### config.mk
export PLATFORM = sky130hd
export DESIGN_NAME = dram_controller
export DESIGN_NICKNAME = d
export VERILOG_FILES = /design/src/rtl/dram_controller.sv
export SDC_FILE = /design/constraint.sdc
export NUM_CORES = 1
export LEC_CHECK = 0
export ABC_CLOCK_PERIOD_IN_PS = 2600
export BUFFER_PORTS_ARGS = -buffer_cell sky130_fd_sc_hd__buf_4
export CAP_MARGIN = 20
export CORE_ASPECT_RATIO = 2
export CORE_MARGIN = 5
export CORE_UTILIZATION = 40
export CTS_CLUSTER_DIAMETER = 120
export DETAILED_ROUTE_END_ITERATION = 12
export SETUP_SLACK_MARGIN = 0.02
export SYNTH_ARGS = -nofsm -noshare
export SYNTH_HDL_FRONTEND = slang
export SYNTH_SLANG_ARGS = --single-unit
### constraint.sdc
create_clock -name CLK -period 2.6 [get_ports CLK]
set_clock_uncertainty 0.05 [all_clocks]
set_input_delay 0 -clock CLK [delete_from_list [all_inputs] [get_ports CLK]]
set_output_delay 0 -clock CLK [all_outputs]
set_load 0.02 [all_outputs]
### src/rtl/dram_controller.sv
// rtl/dram_controller.sv - fast-page-mode DRAM controller with CAS-before-RAS refresh
// Optional build macro DRAM_EARLY_DTACK_EN asserts DTACK_DRAM on the column edge.
`timescale 1ns/1ps
module dram_controller #(
   parameter int ROW_BITS         = 11,
   parameter int COL_BITS         = 10,
   parameter int REFRESH_INTERVAL = 156,
   parameter int RAS_PRECHARGE    = 2
) (
   input  logic                         CLK,
   input  logic                         RST,
   input  logic                         DRAM,
   input  logic                         AS,
   input  logic                         UDS,
   input  logic                         LDS,
   input  logic                         RW,
   input  logic [ROW_BITS+COL_BITS-1:0] ADDR,
   output logic [ROW_BITS-1:0]          MA,
   output logic                         RAS,
   output logic                         CASU,
   output logic                         CASL,
   output logic                         WE,
   output logic                         DTACK_DRAM
);
   localparam int REF_W = $clog2(REFRESH_INTERVAL + 1);
   localparam int PRE_W = $clog2(RAS_PRECHARGE + 1);
   localparam logic [REF_W-1:0] REF_LAST = REF_W'(REFRESH_INTERVAL - 1);
   localparam logic [PRE_W-1:0] PRE_LAST = PRE_W'(RAS_PRECHARGE - 1);

   typedef enum logic [3:0] {IDLE, ROW, COL, CAS, HOLD, PRE, REF1, REF2, REF3} state_t;

   state_t              state, state_nx;
   logic [REF_W-1:0]    ref_cnt;
   logic [PRE_W-1:0]    pre_cnt, pre_cnt_nx;
   logic                pending, pending_nx, wrap;
   logic [ROW_BITS-1:0] ma_nx, row_addr, col_addr;
   logic                ras_nx, casu_nx, casl_nx, we_nx, dtack_nx;

   assign row_addr = ADDR[ROW_BITS+COL_BITS-1:COL_BITS];
   assign col_addr = ROW_BITS'(ADDR[COL_BITS-1:0]);
   assign wrap     = (ref_cnt == REF_LAST);

   always_ff @(posedge CLK or negedge RST) begin
      if (!RST) begin
         ref_cnt <= '0;
      end else if (wrap) begin
         ref_cnt <= '0;
      end else begin
         ref_cnt <= ref_cnt + 1'b1;
      end
   end

   always_comb begin
      state_nx   = state;
      pre_cnt_nx = '0;
      pending_nx = pending | wrap;
      ma_nx      = MA;
      ras_nx     = RAS;
      casu_nx    = CASU;
      casl_nx    = CASL;
      we_nx      = WE;
      dtack_nx   = DTACK_DRAM;
      unique case (state)
         IDLE: begin
            // A queued refresh beats a CPU request seen on the same edge;
            // a wrap on this very edge re-queues the next one.
            if (pending) begin
               casu_nx    = 1'b0;
               casl_nx    = 1'b0;
               pending_nx = wrap;
               state_nx   = REF1;
            end else if (!DRAM && !AS) begin
               ma_nx    = row_addr;
               state_nx = ROW;
            end
         end
         ROW, COL, CAS, HOLD: begin
            if (AS) begin
               ras_nx   = 1'b1;
               casu_nx  = 1'b1;
               casl_nx  = 1'b1;
               we_nx    = 1'b1;
               dtack_nx = 1'b1;
               state_nx = PRE;
            end else if (state == ROW) begin
               ras_nx   = 1'b0;
               state_nx = COL;
            end else if (state == COL) begin
               ma_nx    = col_addr;
               we_nx    = RW;
`ifdef DRAM_EARLY_DTACK_EN
               dtack_nx = 1'b0;
`endif
               state_nx = CAS;
            end else if (state == CAS) begin
               casu_nx  = UDS;
               casl_nx  = LDS;
               dtack_nx = 1'b0;
               state_nx = HOLD;
            end
         end
         PRE: begin
            if (pre_cnt == PRE_LAST) begin
               state_nx = IDLE;
            end else begin
               pre_cnt_nx = pre_cnt + 1'b1;
            end
         end
         REF1: begin
            ras_nx   = 1'b0;
            state_nx = REF2;
         end
         REF2: state_nx = REF3;
         REF3: begin
            ras_nx   = 1'b1;
            casu_nx  = 1'b1;
            casl_nx  = 1'b1;
            state_nx = PRE;
         end
         default: state_nx = IDLE;
      endcase
   end

   always_ff @(posedge CLK or negedge RST) begin
      if (!RST) begin
         state      <= IDLE;
         pre_cnt    <= '0;
         pending    <= 1'b0;
         MA         <= '0;
         RAS        <= 1'b1;
         CASU       <= 1'b1;
         CASL       <= 1'b1;
         WE         <= 1'b1;
         DTACK_DRAM <= 1'b1;
      end else begin
         state      <= state_nx;
         pre_cnt    <= pre_cnt_nx;
         pending    <= pending_nx;
         MA         <= ma_nx;
         RAS        <= ras_nx;
         CASU       <= casu_nx;
         CASL       <= casl_nx;
         WE         <= we_nx;
         DTACK_DRAM <= dtack_nx;
      end
   end
endmodule

==> run_results.csv, run 1 <==
group,metric,value,unit
worst_hold_path,hold_path.class,"input port to flip-flop",
setup_path,cp-end-kind,"flip-flop",
timing,slew_headroom,64.9,%
yosys,synth-edff-count,0,
route,wl,4.17,mm
floorplanning,die_w,54.8,µm
timing,setup_viol,0,
setup_path,crit_type,"flip-flop to flip-flop",
worst_hold_path,whs_path_depth,4,
route,vias_per_cell,5.14,
yosys,synth_area_leaders,"dfrtp_1 (41%), dfstp_2 (8.2%), mux2i_1 (6.2%)",
clock_network,clock_path_buffers,2,
floorplanning,start_util,41.3,%
setup_path,crit_fanout,16,
route,dr.pass1.iters,4,
finish,finalNetCount,257,
finish,drive_above_1_share,27.9,%
grt,grt_max_degree,32,
yosys,synth_nets,191,
finish,area_growth,42.1,%
timing,post-route-period-util,94.9,%
grt,grt_overflow,0,
timing,finalHoldViolations,0,
power_and_ir_drop,p_leak,1.06,nW
setup_path,cp_data_required_time,2710,ps
yosys,synth_seq_cells,31,
finish,multi_input_area,758,µm²
status,status,"completed",
route,wl_per_cell,14.9,µm
clock_network,cts.reportedPaths.clkPinSlew,70,ps
placed_design,numPortBuffers,43,
route,drtIter0Drc,26,
yosys,ys.flop_type,"dfrtp_1",
yosys,yosys.cell_types.count,44,
placed_design,gp_congestion,0.846,
run,drv_cap,0,
clock_network,numCtsBuffers,5,
timing,rsz0062_at_grt,"no",
grt,grt_pass1_vias,1476,
yosys,synthMostInstantiatedCell,"dfrtp_1",
timing,period_minus_slack,2470,ps
clock_network,cts_sinks,31,
timing,finalMaxSlewViolations,0,
power_and_ir_drop,power_density,1070,nW/µm²
floorplanning,fp.coreArea,3880,µm²
finish,regArea,782,µm²
floorplanning,num_rows,32,
clock_network,cts_tree,"built",
route,routed-via-count,1438,
yosys,synth-seq-area-share,48.8,%
route,drt_drc_violations_left,0,
yosys,synth_top_area_share,40.6,%
setup_path,rr_worst_depth,5,
grt,antenna_found_initial,0,
floorplanning,die_area,5450,µm²
timing,fmax,0.405,GHz
setup_path,worstPathArrival,2580,ps
grt,grt_pass1_wl,6.62,mm
floorplanning,io-pin-count,44,
yosys,syn_inst,162,
finish,diodes,0,
clock_network,insertion_delay,280,ps
yosys,synthesis.area,1600,µm²
power_and_ir_drop,peakVddDrop,0.000667,V
placed_design,dp_hpwl,2.91,mm
clock_network,htree_levels,2,
timing,tns,0,ps
clock_network,cts-root-buf,"clkbuf_8",
setup_path,start_kind,"flip-flop",
floorplanning,dieHeight,99.6,µm
yosys,async_reset_ff_share,100,%
yosys,syn_avg_cell_area,9.90,µm²
route,ant_nets,0,
yosys,synth_common_cells,"dfrtp_1 (26), nand2_1 (20), nor2_1 (13)",
timing,timing.hold.ws,41.9,ps
yosys,yosys_warnings,0,
finish,fillCellCount,329,
grt,grt_usage,16.6,%
yosys,yosysTopAreaCell,"dfrtp_1",
clock_network,cts_resized,0,
timing,tightestPinTransition,525,ps
[metal layers]
metal	vias to the layer above	global-route usage (%)	wire [µm]
met5	-	0	0
met4	0	6.91	66
met3	7	3.75	194
met2	40	30.2	2440
met1	689	16.7	1470
li1	702	-	-
[what timing repair did]
| action | 4_1_cts | 5_1_grt |
|---|---|---|
| setup endpoints to repair | 0 | 3 |
| setup buffers | 0 | 1 |
| endpoints found under the hold margin | 43 | 0 |
| hold buffers | 23 | 0 |
[cells in the final DEF (no fill, tap or decap), types with 2 or more instances in the layout]
master	count
inv_1	5
nand2_1	20
a21o_1	3
o22ai_1	2
a31oi_1	3
clkbuf_8	5
nor3_1	3
a221oi_1	2
o22a_1	2
o21bai_1	3
dlygate4sd3_1	23
dfrtp_1	26
buf_4	45
clkinvlp_4	2
nor2b_1	4
mux2_2	2
a22o_1	2
o21ai_0	8
mux2i_1	10
nor2_1	13
dfstp_2	5
xor2_1	4
nand3_1	4
o21ai_1	9
xnor2_1	2
a21oi_1	2
[state kept, by name, indices dropped and copies added (netlist names)]
| signal | cells |
|---|---|
| DTACK_DRAM | 1 |
| MA | 11 |
| WE | 1 |
| CASL | 1 |
| ref_cnt | 8 |
| pending | 1 |
| RAS | 1 |
| state | 4 |
| pre_cnt | 2 |
| CASU | 1 |
[worst max-delay path, cell delays in order (launching register included)]
cell	delay, ps
dfrtp_1	550
or2_1	380
a21oi_4	470
mux2i_1	270
dlygate4sd3_1	570
o21ai_1	60
[kinds of logic (layout without fill, tap and decap cells)]
logic type      count (synthesis)  in the layout  share of synthesized area [%]
mux                            12             12                           7.64
flops                          31             31                           48.8
simple gates                   53             53                           16.3
buf+inv                        14             81                           3.98
compound gates                 44             44                           18.6
xor+xnor                        6              6                           3.28
fa+ha+maj                       2              2                           1.40
[final cells by class]
cell class | count | area share [%]
sequential | 31 | 34.3
timing repair buffer | 68 | 24.9
inverter | 5 | 0.823
tap | 51 | 2.80
clock inverter | 3 | 0.878
multi-input combinational | 117 | 33.3
clock buffer | 5 | 3.02
[stage by stage]
step	instance area, µm²	setup slack [ps]	power, mW	utilization (%)	cells
2_1_floorplan	1600	1010	1.60	-	162
3_3_place_gp	1950	662	1.88	50.3	248
3_5_place_dp	1950	609	1.91	50.3	248
4_1_cts	2270	130	2.42	58.5	279
5_1_grt	2280	26.1	2.59	58.7	280
6_report	2280	134	2.43	58.7	280
[power by group]
part / internal [mW] / switching, mW
sequential: 0.646 / 0.168
combinational: 0.629 / 0.612
clock: 0.186 / 0.187
[worst paths after layout]
kind | from | endpoint | slack [ps]
worst max-delay path | state[0] | MA[8] | 130
worst min-delay path | DRAM | MA[10] | 40
worst max register to register | state[0] | MA[8] | 130
worst min register to register | pre_cnt[0] | pre_cnt[0] | 380
max in group asynchronous | RST | WE | 2040
min in group asynchronous | RST | state[3] | 130
No activity file was read; power rests on OpenSTA's default activity.
==> run 2, diff against run 1 <==
--- a/config.mk
+++ b/config.mk
@@ -5,6 +5,7 @@
 export SDC_FILE = /design/constraint.sdc
 export NUM_CORES = 1
 export LEC_CHECK = 0
+export ABC_AREA = 1
 export ABC_CLOCK_PERIOD_IN_PS = 2600
 export BUFFER_PORTS_ARGS = -buffer_cell sky130_fd_sc_hd__buf_4
 export CAP_MARGIN = 20
@@ -13,6 +14,7 @@
 export CORE_UTILIZATION = 40
 export CTS_CLUSTER_DIAMETER = 120
 export DETAILED_ROUTE_END_ITERATION = 12
+export RECOVER_POWER = 100
 export SETUP_SLACK_MARGIN = 0.02
 export SYNTH_ARGS = -nofsm -noshare
 export SYNTH_HDL_FRONTEND = slang
==> run 2 against run 1 <==
Worst hold slack improved by 51 ps; largest power group unchanged; synthesized area rose by 9.4%; non-clock buffer count fell by 1; the flow now finishes with violations (max-capacitance violations, max-slew violations); sequential power fell by 6.3%; die area rose by 8.1%; clock power fell by 4%; combinational power rose by 33%.
==> run_results.csv, run 2 <==
group,metric,value,unit
setup_path,crit_fanout,17,
power_and_ir_drop,power_density,1180,nW/µm²
yosys,syn_avg_cell_area,7.53,µm²
setup_path,cp_cell_sequence,"inv_1 -> nand2_1 -> nor2_1 -> nor2_4 -> nand2_4 -> nand2_1 -> nand2_1 -> dlygate4sd3_1 -> nand2_1 -> nand2_1",
route,routed-via-count,1652,
grt,grt_max_degree,32,
setup_path,start_kind,"flip-flop",
yosys,synthMostInstantiatedCell,"nand2_1",
worst_hold_path,hold_path.class,"input port to flip-flop",
timing,fmax,0.467,GHz
clock_network,clock_path_buffers,2,
yosys,yosysTopAreaCell,"dfrtp_1",
finish,regArea,782,µm²
placed_design,dp_hpwl,3.19,mm
timing,finalMaxSlewViolations,32,
timing,slew_headroom,-10.9,%
status,status,"finished with violations",
placed_design,gp_congestion,0.769,
route,dr.pass1.iters,4,
floorplanning,io-pin-count,44,
yosys,synth_top_area_share,37.1,%
route,ant_nets,0,
yosys,synth_area_leaders,"dfrtp_1 (37%), nand2_1 (21%), dfstp_2 (7.5%)",
yosys,synthAdderAreaFrac,0.713,%
finish,diodes,0,
grt,grt_usage,16.4,%
run,drv_cap,1,
timing,tns,0,ps
setup_path,cp-end-kind,"flip-flop",
yosys,synth_nets,262,
status,violations,"max-capacitance violations, max-slew violations",
setup_path,cp_common_cell,"nand2_1",
yosys,syn_inst,233,
finish,finalNetCount,332,
finish,fin_util,54.6,%
setup_path,worstPathArrival,2310,ps
clock_network,cts.reportedPaths.clkPinSlew,70,ps
yosys,synth_simple_gate_area_share,44.5,%
yosys,synth_compound_area_share,3.21,%
timing,finalHoldViolations,0,
yosys,synth_common_cells,"nand2_1 (99), nor2_1 (33), dfrtp_1 (26)",
power_and_ir_drop,total_power,2.77,mW
yosys,synth-edff-count,0,
finish,top_register,"MA",
clock_network,htree_levels,2,
yosys,synthesis.area,1760,µm²
clock_network,cts_sinks,31,
setup_path,cp_data_required_time,2770,ps
floorplanning,die_area,5890,µm²
timing,tightestPinTransition,1660,ps
floorplanning,fp.coreArea,4300,µm²
yosys,muxShareOfSynthArea,0,%
finish,fillCellCount,447,
route,vias_per_cell,4.61,
grt,grt_pass1_wl,7.59,mm
floorplanning,start_util,40.9,%
yosys,yosys.cell_types.count,24,
power_and_ir_drop,p_leak,1.22,nW
finish,final_common_cell,"nand2_1",
clock_network,insertion_delay,270,ps
setup_path,slowest_stage,"dlygate4sd3_1",
floorplanning,dieHeight,104,µm
clock_network,numCtsBuffers,5,
setup_path,rrSetupSlack,460,ps
route,drtIter0Drc,23,
floorplanning,die_w,56.8,µm
finish,mostFrequentLayoutCells,"nand2_1 (100), nor2_1 (33), buf_4 (27)",
yosys,synth_seq_cells,31,
finish,largest_register_ffs,11,
route,drt_drc_violations_left,0,
yosys,yosys_warnings,0,
timing,setup_viol,0,
timing,rsz0062_at_grt,"no",
grt,grt_overflow,0,
grt,antenna_found_initial,0,
clock_network,cts-root-buf,"clkbuf_8",
finish,area_growth,33.6,%
yosys,synth-seq-area-share,44.5,%
floorplanning,num_rows,34,
finish,drive_above_1_share,20.1,%
yosys,synthXorXnorAreaFrac,0.998,%
yosys,async_reset_ff_share,100,%
finish,multi_input_area,847,µm²
clock_network,cts_setup_buffers,0,
setup_path,crit_type,"flip-flop to flip-flop",
clock_network,cts_resized,0,
yosys,synth_top_family_by_area,"simple AND/OR/NAND/NOR gates",
timing,period_minus_slack,2140,ps
finish,largest_registers,"MA (11), ref_cnt (8), state (4)",
placed_design,numPortBuffers,43,
setup_path,max_stage_delay,540,ps
yosys,ys.flop_type,"dfrtp_1",
grt,grt_pass1_vias,1731,
route,wl,4.31,mm
route,wl_per_cell,12.0,µm
timing,post-route-period-util,82.4,%
power_and_ir_drop,peakVddDrop,0.000612,V
clock_network,cts_tree,"built",
==> run 2: cell types whose count changed after synthesis, moves of 5 or more <==
cell	delta
nand2_2	+8
nor2_1	+20
nor2_4	+6
nand3_1	+6
clkbuf_1	-5
nand2_1	+79
inv_1	+8
o21ai_1	-9
mux2i_1	-10
==> run 2: layer usage <==
layer / routed length [µm] / GRT usage, % / vias to the layer above
met4: 124 / 8.13 / 0
met1: 1540 / 16.7 / 762
met2: 2490 / 31.0 / 33
met3: 151 / 2.24 / 8
met5: 0 / 0 / -
li1: - / - / 849
==> run 2: worst paths after layout <==
| path | start | end | cells after the start |
|---|---|---|---|
| max | state[3] | MA[8] | 10 |
| min | DRAM | state[2] | 4 |
| max reg2reg | state[3] | MA[8] | 10 |
| min reg2reg | pre_cnt[0] | pre_cnt[0] | 1 |
| max in group asynchronous | RST | state[1] | 2 |
| min in group asynchronous | RST | pre_cnt[1] | 2 |
==> run 2: cell type report <==
cell class	instances	share of cell area [%]
Tap cell	54	2.88
Inverter	17	2.72
Multi-Input combinational cell	181	36.1
Clock inverter	1	0.213
Clock buffer	7	3.26
Sequential cell	31	33.4
Timing Repair Buffer	67	21.5
==> run 2: where the power goes <==
group	switching (mW)	leakage (nW)	total, mW	internal (mW)
Combinational	1.04	0.794	1.65	0.611
Clock	0.169	0.0422	0.357	0.187
Sequential	0.102	0.381	0.763	0.661
Total	1.31	1.22	2.77	1.46
==> run 2: logic make-up (layout without fill, tap and decap cells) <==
family,count (synthesis),count (layout)
fa+ha+maj,1,1
xor+xnor,2,2
flops,31,31
buf+inv,21,92
compound gates,10,10
simple gates,168,168
==> run 2: repair_timing <==
item,in CTS,in global routing
hold buffers,24,0
setup endpoints to repair,0,0
hold endpoints to repair,44,0
==> run 2: worst max-delay path: cells and delay by family (launching register included) <==
kind,cells,cell delay (ps)
flip-flops,1,400
buffers and inverters,2,650
AND/OR/NAND/NOR,8,970
==> run 2: stage by stage <==
step / hold WS [ps] / instances / worst slack, ps / cell area [µm²]
floorplan: -346 / 233 / 1240 / 1760
global placement: -93.0 / 326 / 906 / 2100
detailed placement: -91.4 / 326 / 904 / 2100
CTS: 86.4 / 358 / 514 / 2430
global route: 115 / 358 / 263 / 2340
finish: 92.4 / 358 / 458 / 2340
